`src/rtl/shift_add_mult_ctrl_pkg.sv`:
```
// Shared constants for the shift-and-add multiplier family:
// FSM state encodings and the number of add/shift steps per operation.
package shift_add_mult_ctrl_pkg;

    localparam int OPERAND_W = 4;
    localparam int PRODUCT_W = 8;

    // Legacy-compatible 2-bit state encodings
    localparam logic [1:0] ST_IDLE = 2'd0;
    localparam logic [1:0] ST_CALC = 2'd1;
    localparam logic [1:0] ST_DONE = 2'd2;

    // One add/shift step per multiplier bit
    localparam logic [2:0] CALC_CYCLES = 3'd4;

endpackage

```
`src/rtl/shift_add_mult_ctrl_rca.sv`:
```
// 4-bit ripple-carry adder used as the datapath adder of the multiplier.
module rca_4_bit (
    input  logic [3:0] a,
    input  logic [3:0] b,
    input  logic       cin,
    output logic [3:0] sum,
    output logic       cout
);

    logic [4:0] carry;

    assign carry[0] = cin;

    // One full adder per bit, carry rippling upward
    generate
        for (genvar gi = 0; gi < 4; gi++) begin : g_fa
            assign sum[gi]     = a[gi] ^ b[gi] ^ carry[gi];
            assign carry[gi+1] = (a[gi] & b[gi]) | (carry[gi] & (a[gi] ^ b[gi]));
        end
    endgenerate

    assign cout = carry[4];

endmodule

```
`src/rtl/shift_add_mult_ctrl.sv`:
```
// Sequential 4x4 unsigned shift-and-add multiplier with IDLE/CALC/DONE control.
// The product is the concatenation {A,Q}; after four add/shift steps it holds M*Q.
module shift_add_mult_ctrl
    import shift_add_mult_ctrl_pkg::*;
(
    input  logic                 clk,
    input  logic                 rst_n,
    input  logic                 start,
    input  logic [OPERAND_W-1:0] multiplicand,
    input  logic [OPERAND_W-1:0] multiplier,
    output logic                 busy,
    output logic                 done,
    output logic [PRODUCT_W-1:0] product
);

    logic [1:0]           state_reg, state_next;
    logic [OPERAND_W-1:0] a_reg, a_next;
    logic                 c_reg, c_next;
    logic [OPERAND_W-1:0] q_reg, q_next;
    logic [OPERAND_W-1:0] m_reg, m_next;
    logic [2:0]           cnt_reg, cnt_next;

    logic [OPERAND_W-1:0] adder_sum;
    logic                 adder_cout;
    logic [OPERAND_W-1:0] a_step;
    logic                 c_step;

    // The only arithmetic on A: A + M with no carry in
    rca_4_bit u_adder (
        .a    (a_reg),
        .b    (m_reg),
        .cin  (1'b0),
        .sum  (adder_sum),
        .cout (adder_cout)
    );

    // Conditional add: take the sum when the current multiplier LSB is set.
    // C is always zero entering a step (cleared on capture and by every shift),
    // so {c_reg,a_reg} is the no-add value {0,A}.
    always_comb begin
        if (q_reg[0]) begin
            c_step = adder_cout;
            a_step = adder_sum;
        end else begin
            c_step = c_reg;
            a_step = a_reg;
        end
    end

    // Next-state and datapath update
    always_comb begin
        state_next = state_reg;
        a_next     = a_reg;
        c_next     = c_reg;
        q_next     = q_reg;
        m_next     = m_reg;
        cnt_next   = cnt_reg;
        case (state_reg)
            ST_IDLE, ST_DONE: begin
                if (start) begin
                    m_next     = multiplicand;
                    q_next     = multiplier;
                    a_next     = '0;
                    c_next     = 1'b0;
                    cnt_next   = '0;
                    state_next = ST_CALC;
                end else if (state_reg == ST_DONE) begin
                    state_next = ST_IDLE;
                end
            end
            ST_CALC: begin
                // Shift {C,A,Q} right by one after the conditional add
                c_next   = 1'b0;
                a_next   = {c_step, a_step[OPERAND_W-1:1]};
                q_next   = {a_step[0], q_reg[OPERAND_W-1:1]};
                cnt_next = cnt_reg + 3'd1;
                if (cnt_reg == CALC_CYCLES - 3'd1) begin
                    state_next = ST_DONE;
                end
            end
            default: begin
                state_next = ST_IDLE;
            end
        endcase
    end

    // All state registers, cleared immediately by the async reset
    always_ff @(posedge clk or negedge rst_n) begin
        if (!rst_n) begin
            state_reg <= ST_IDLE;
            a_reg     <= '0;
            c_reg     <= 1'b0;
            q_reg     <= '0;
            m_reg     <= '0;
            cnt_reg   <= '0;
        end else begin
            state_reg <= state_next;
            a_reg     <= a_next;
            c_reg     <= c_next;
            q_reg     <= q_next;
            m_reg     <= m_next;
            cnt_reg   <= cnt_next;
        end
    end

    assign busy    = (state_reg == ST_CALC);
    assign done    = (state_reg == ST_DONE);
    assign product = {a_reg, q_reg};

endmodule

```
`config.mk`:
```
export PLATFORM = sky130hd
export DESIGN_NAME = shift_add_mult_ctrl
export DESIGN_NICKNAME = d
export VERILOG_FILES = /design/src/rtl/shift_add_mult_ctrl_pkg.sv /design/src/rtl/shift_add_mult_ctrl_rca.sv /design/src/rtl/shift_add_mult_ctrl.sv
export SDC_FILE = /design/constraint.sdc
export NUM_CORES = 1
export LEC_CHECK = 0
export ABC_CLOCK_PERIOD_IN_PS = 2300
export BUFFER_PORTS_ARGS = -buffer_cell sky130_fd_sc_hd__buf_2
export CELL_PAD_IN_SITES_DETAIL_PLACEMENT = 0
export CELL_PAD_IN_SITES_GLOBAL_PLACEMENT = 1
export CORE_ASPECT_RATIO = 1.75
export CORE_UTILIZATION = 36
export CTS_CLUSTER_DIAMETER = 120
export DETAILED_ROUTE_END_ITERATION = 10
export PLACE_DENSITY_LB_ADDON = 0.08
export SYNTH_ARGS = -nofsm -noshare
export SYNTH_HDL_FRONTEND = slang
export SYNTH_HIERARCHICAL = 1
export SYNTH_SLANG_ARGS = --single-unit
```
`constraint.sdc`:
```
create_clock -name clk -period 2.3 [get_ports clk]
set_input_delay 0.115 -clock clk [delete_from_list [all_inputs] [get_ports clk]]
set_output_delay 0.115 -clock clk [all_outputs]
set_load 0.01 [all_outputs]
```
Word level (Yosys, flattened, before mapping) --
Index checks and enable logic that the tools add are counted.
Storage, ports and cells: register bits 18, bits in latches 0, RAM bits 0, bits in read-only memories 0, bits of input ports 11, output and inout bits 10, word-level logic and storage cells 50, memories 0
Operators by class: add/subtract/negate cells 1, multipliers 0, div/mod/pow operators 0, magnitude comparators 0, equality and inequality tests 6, shift operators 0, muxes and demuxes 14, bitwise gates (word level) 17, reductions and logical operators 6
Operator list (number):
- $pmux 4 s2 | 2
- $mux 4 | 3
- $and 1x1->1 | 7
- $xor 1x1->1 | 7
- $mux 2 | 3
- $pmux 3 s2 | 1
- $reduce_and 2->1 | 3
- $pmux 2 s2 | 1
- $add 3x1->3 const B | 1
- $eq 3x2->1 const B | 1
- $mux 3 | 1
- $ne 3x3->1 const B | 1
- $or 1x1->1 | 3
- $eq 2x1->1 const B | 1
- $eq 2x2->1 const B | 1
- $logic_not 2->1 | 1
- $mux 1 | 2
- $ne 2x1->1 const B | 1
- $ne 2x2->1 const B | 1
- $pmux 1 s2 | 1
- $reduce_bool 2->1 | 1
- $reduce_or 2->1 | 1

Depth between registers and ports, before layout --
depth after elaboration 9, depth in mapped cells 10, mapped depth without buffers 10

Modules after synthesis --
Netlist, hierarchy kept.
Modules (own cells, without submodules):
- shift_add_mult_ctrl | times used 1, cells an instance 59, area each 768.2 µm², seq. area each 425.4 µm²
- rca_4_bit | times used 1, cells an instance 14, area each 117.6 µm², seq. area each 0.0 µm²

Worst setup path after synthesis --
No wires, ideal clock.
kind register -> register, from reg a_reg[0], to reg a_reg[2], library setup time 0.078 ns, arrival 2.134 ns, required time 2.222 ns, setup slack 0.089 ns, cell stages (with the launch flop) 11, buffers on the path 0, period minus slack after synthesis 2.211 ns, cell sequence dfrtp_1 fa_1 inv_1 fa_1 inv_1 fa_1 inv_1 fa_1 inv_1 mux2i_1 o2bb2ai_1
On the way: word-level cells in the longest chain between the ends 8
Ends and longest elaborated chain:
- start, declared | line shift_add_mult_ctrl.sv:17 | logic [OPERAND_W-1:0] a_reg, a_next;
- start signal, assigned | line shift_add_mult_ctrl.sv:98 | a_reg <= a_next;
- $and 1x1->1 (2 in series) | line shift_add_mult_ctrl_rca.sv:18 | assign carry[gi+1] = (a[gi] & b[gi]) | (carry[gi] & (a[gi] ^ b[gi]));
- $or 1x1->1 | line shift_add_mult_ctrl_rca.sv:18
- $and 1x1->1 | line shift_add_mult_ctrl_rca.sv:18
- $or 1x1->1 | line shift_add_mult_ctrl_rca.sv:18
- $xor 1x1->1 | line shift_add_mult_ctrl_rca.sv:17 | assign sum[gi] = a[gi] ^ b[gi] ^ carry[gi];
- via adder_sum[3] | line shift_add_mult_ctrl.sv:23 | logic [OPERAND_W-1:0] adder_sum;
- $mux 4 | line shift_add_mult_ctrl.sv:41 | if (q_reg[0]) begin
- $pmux 4 s2 | line shift_add_mult_ctrl.sv:58 | case (state_reg)
The timed path passes the listed nets, and every way through them passes these cells. A chain may end at the register's enable or synchronous reset.

Final worst setup path --
Ends and elaborated chain as after synthesis.

==> results.json <==
{
  "synth_top_area_cell": "dfrtp_1",
  "cts_buffer_depth": 2,
  "ys.flop_type": "dfrtp_1",
  "period_minus_slack_ns": 2.17,
  "instances_no_fill": 121,
  "yosys-top-cells-area": "dfrtp_1 48%, fa_1 9.0%, mux2i_1 7.9%",
  "holdWs_ns": 0.0774,
  "grt_pass1_vias": 568,
  "pwr-share-comb_pct": 47.1,
  "switchingPower_uw": 571,
  "status": "complete, no violations",
  "io-pin-count": 21,
  "ys_types": 24,
  "antenna_found_initial": 0,
  "crit_arrival_ns": 2.34,
  "leakage_uw": 0.000520,
  "yosys-top-cells-count": "17 x dfrtp_1, 11 x inv_1, 7 x mux2i_1",
  "wire_per_inst_microns": 13.4,
  "setup_viol": 0,
  "syn-num-nets": 90,
  "die_y_microns": 67.6,
  "syn_inst": 73,
  "place_area_sq_um": 997,
  "crit_fanout": 2,
  "synth.top_cell.area_share_pct": 48.0,
  "crit_start": "a_reg[0]$_DFFE_PN0P_",
  "max_freq_mhz": 462,
  "reg2reg_setup_slack_ns": 0.13,
  "crit_chain": "fa_2, inv_2, fa_2, inv_1, fa_2, inv_2, fa_1, inv_1, mux2i_1, o2bb2ai_1",
  "clock_power_share_pct": 15.1,
  "post-route-util_pct": 46.0,
  "cts_tree": "built",
  "finalMaxSlewViolations": 0,
  "post_drt_via_cell_ratio": 4.81,
  "pwr-share-seq_pct": 37.8,
  "pwr_density_cell_nw_per_um2": 1370,
  "ys_warn_count": 6,
  "drtPass1Iterations": 2,
  "cpPeakStageDelay_ns": 0.40,
  "hp-class": "input port to register",
  "final.fill_count": 233,
  "yosysMostFrequentCell": "dfrtp_1",
  "grt_max_degree": 18,
  "final_area_sq_um": 1060,
  "vias": 582,
  "cts-root-buf": "clkbuf_8",
  "die_area_sq_um": 2670,
  "synth_seq_cells": 17,
  "fin_crit_sh_pct": 94.1,
  "gp_congestion": 0.694,
  "clk_pin_slew_worst_paths_ns": 0.06,
  "multi_input_comb_area_sq_um": 385,
  "htreeDepth": 1,
  "ys_seq_area_share_pct": 48.0,
  "track_usage_pct": 14.7,
  "wl_mm": 1.62,
  "clk_latency_ns": 0.25,
  "core_sq_um": 2300,
  "port-buffer-count": 20,
  "grt_pass1_wl_mm": 2.61,
  "critical_path_class": "register to register",
  "row_count": 23,
  "initial_core_util_pct": 38.5,
  "die_w_microns": 39.5,
  "nets": 114,
  "clock-sinks": 17,
  "switching_share_pct": 39.3,
  "crit_path_end_kind": "register",
  "required_ns": 2.47,
  "drc": 0,
  "ir_worst_vdd_uv": 523,
  "r2r-start": "a_reg[0]$_DFFE_PN0P_",
  "netlist_area_sq_um": 886,
  "totalNegativeSetupSlack_ns": 0,
  "cpMostUsedCell": "fa_2",
  "placed_cells": 116,
  "hold_violations": 0,
  "clock_skew_ns": 0.000913,
  "max_cap_violations": 0,
  "ant_nets": 0,
  "seq_area_sq_um": 425,
  "worstHoldStart": "multiplicand[3]",
  "syn_area_per_cell_sq_um": 12.1,
  "numCtsBuffers": 3,
  "p_int_uw": 882,
  "drive_above_1_share_pct": 35.4,
  "synthToLayoutAreaGrowth_pct": 19.6,
  "synth_edf_count": 0,
  "rsz0062_at_grt": "false",
  "drt_iter0_drc": 9,
  "slowest_stage": "dfrtp_1",
  "cp-start-kind": "register",
  "overflow": 0,
  "antenna_cells": 0,
  "place_hpwl_mm": 1.21,
  "async_reset_ff_share_pct": 100
}
==> layout make-up <==
class | instances | share of cell area (%)
clock buffers | 4 | 4.25
inverters | 12 | 4.49
multi-input cells | 40 | 36.4
flip-flops and latches | 17 | 40.1
well taps | 25 | 2.95
repair buffers | 23 | 11.8
==> cell usage in the layout, fill, tap and decap left out, types with 2 or more instances in the layout <==
| cell | Yosys | final |
|---|---|---|
| buf_4 | 1 | 2 |
| fa_2 | 0 | 3 |
| nand2_1 | 3 | 3 |
| o2bb2ai_1 | 4 | 4 |
| mux2_2 | 2 | 2 |
| dfrtp_1 | 17 | 17 |
| ha_1 | 2 | 2 |
| clkbuf_8 | 0 | 3 |
| buf_2 | 1 | 20 |
| mux2i_1 | 7 | 7 |
| inv_2 | 0 | 2 |
| o21ai_0 | 3 | 3 |
| inv_1 | 11 | 9 |
| mux2_1 | 3 | 3 |
| nor2b_1 | 3 | 3 |
==> worst max-delay path, delay by kind of cell, from the launching register on <==
family	cells	cell delay, ns
compound gates	1	0.13
fa+ha+maj	4	1.28
buf+inv	4	0.23
flops	1	0.40
mux	1	0.06
==> power groups by stage <==
stage / Clock (uW) / Combinational (uW) / Sequential [uW]
after floorplan: 0 / 530 / 546
after detailed placement: 0 / 689 / 554
after global placement: 0 / 668 / 553
after global routing: 242 / 786 / 571
after CTS: 230 / 691 / 551
final: 220 / 684 / 549
==> metal layers <==
layer	up-vias	track usage (%)	part of all wire, %
met5	-	0	0
met2	12	23.6	52
met1	282	17.1	44
met4	0	9.05	1.4
met3	2	2.96	2.3
li1	286	-	-
==> final timing paths <==
check | endpoint | depth (start not counted)
max | a_reg[2]$_DFFE_PN0P_ | 10
min | m_reg[3]$_DFFE_PN0P_ | 2
max reg2reg | a_reg[2]$_DFFE_PN0P_ | 10
min reg2reg | m_reg[3]$_DFFE_PN0P_ | 1
max in group asynchronous | a_reg[0]$_DFFE_PN0P_ | 2
min in group asynchronous | m_reg[2]$_DFFE_PN0P_ | 2
==> repair_timing <==
action | CTS | global route
endpoints found under the hold margin | 17 | 0
buffers inserted | 0 | 0
gates resized for setup | 0 | 5
setup endpoints to repair | 0 | 1
hold buffers | 1 | 0
==> logic make-up after synthesis <==
| family | share of synthesized area, % |
|---|---|
| AO/OA/AOI/OAI | 10.0 |
| adder cells (fa/ha/maj) | 11.9 |
| buffers and inverters | 9.32 |
| flip-flops | 48.0 |
| multiplexers | 14.3 |
| other | 0.423 |
| AND/OR/NAND/NOR | 6.07 |
==> metrics by stage <==
step | total power (uW) | setup WS [ns]
2_1_floorplan | 1080 | 0.0886
3_3_place_gp | 1220 | 0.0718
3_5_place_dp | 1240 | 0.0222
4_1_cts | 1470 | 0.0187
5_1_grt | 1600 | 0.00521
6_report | 1450 | 0.135
Power figures use the tool's default switching activity.
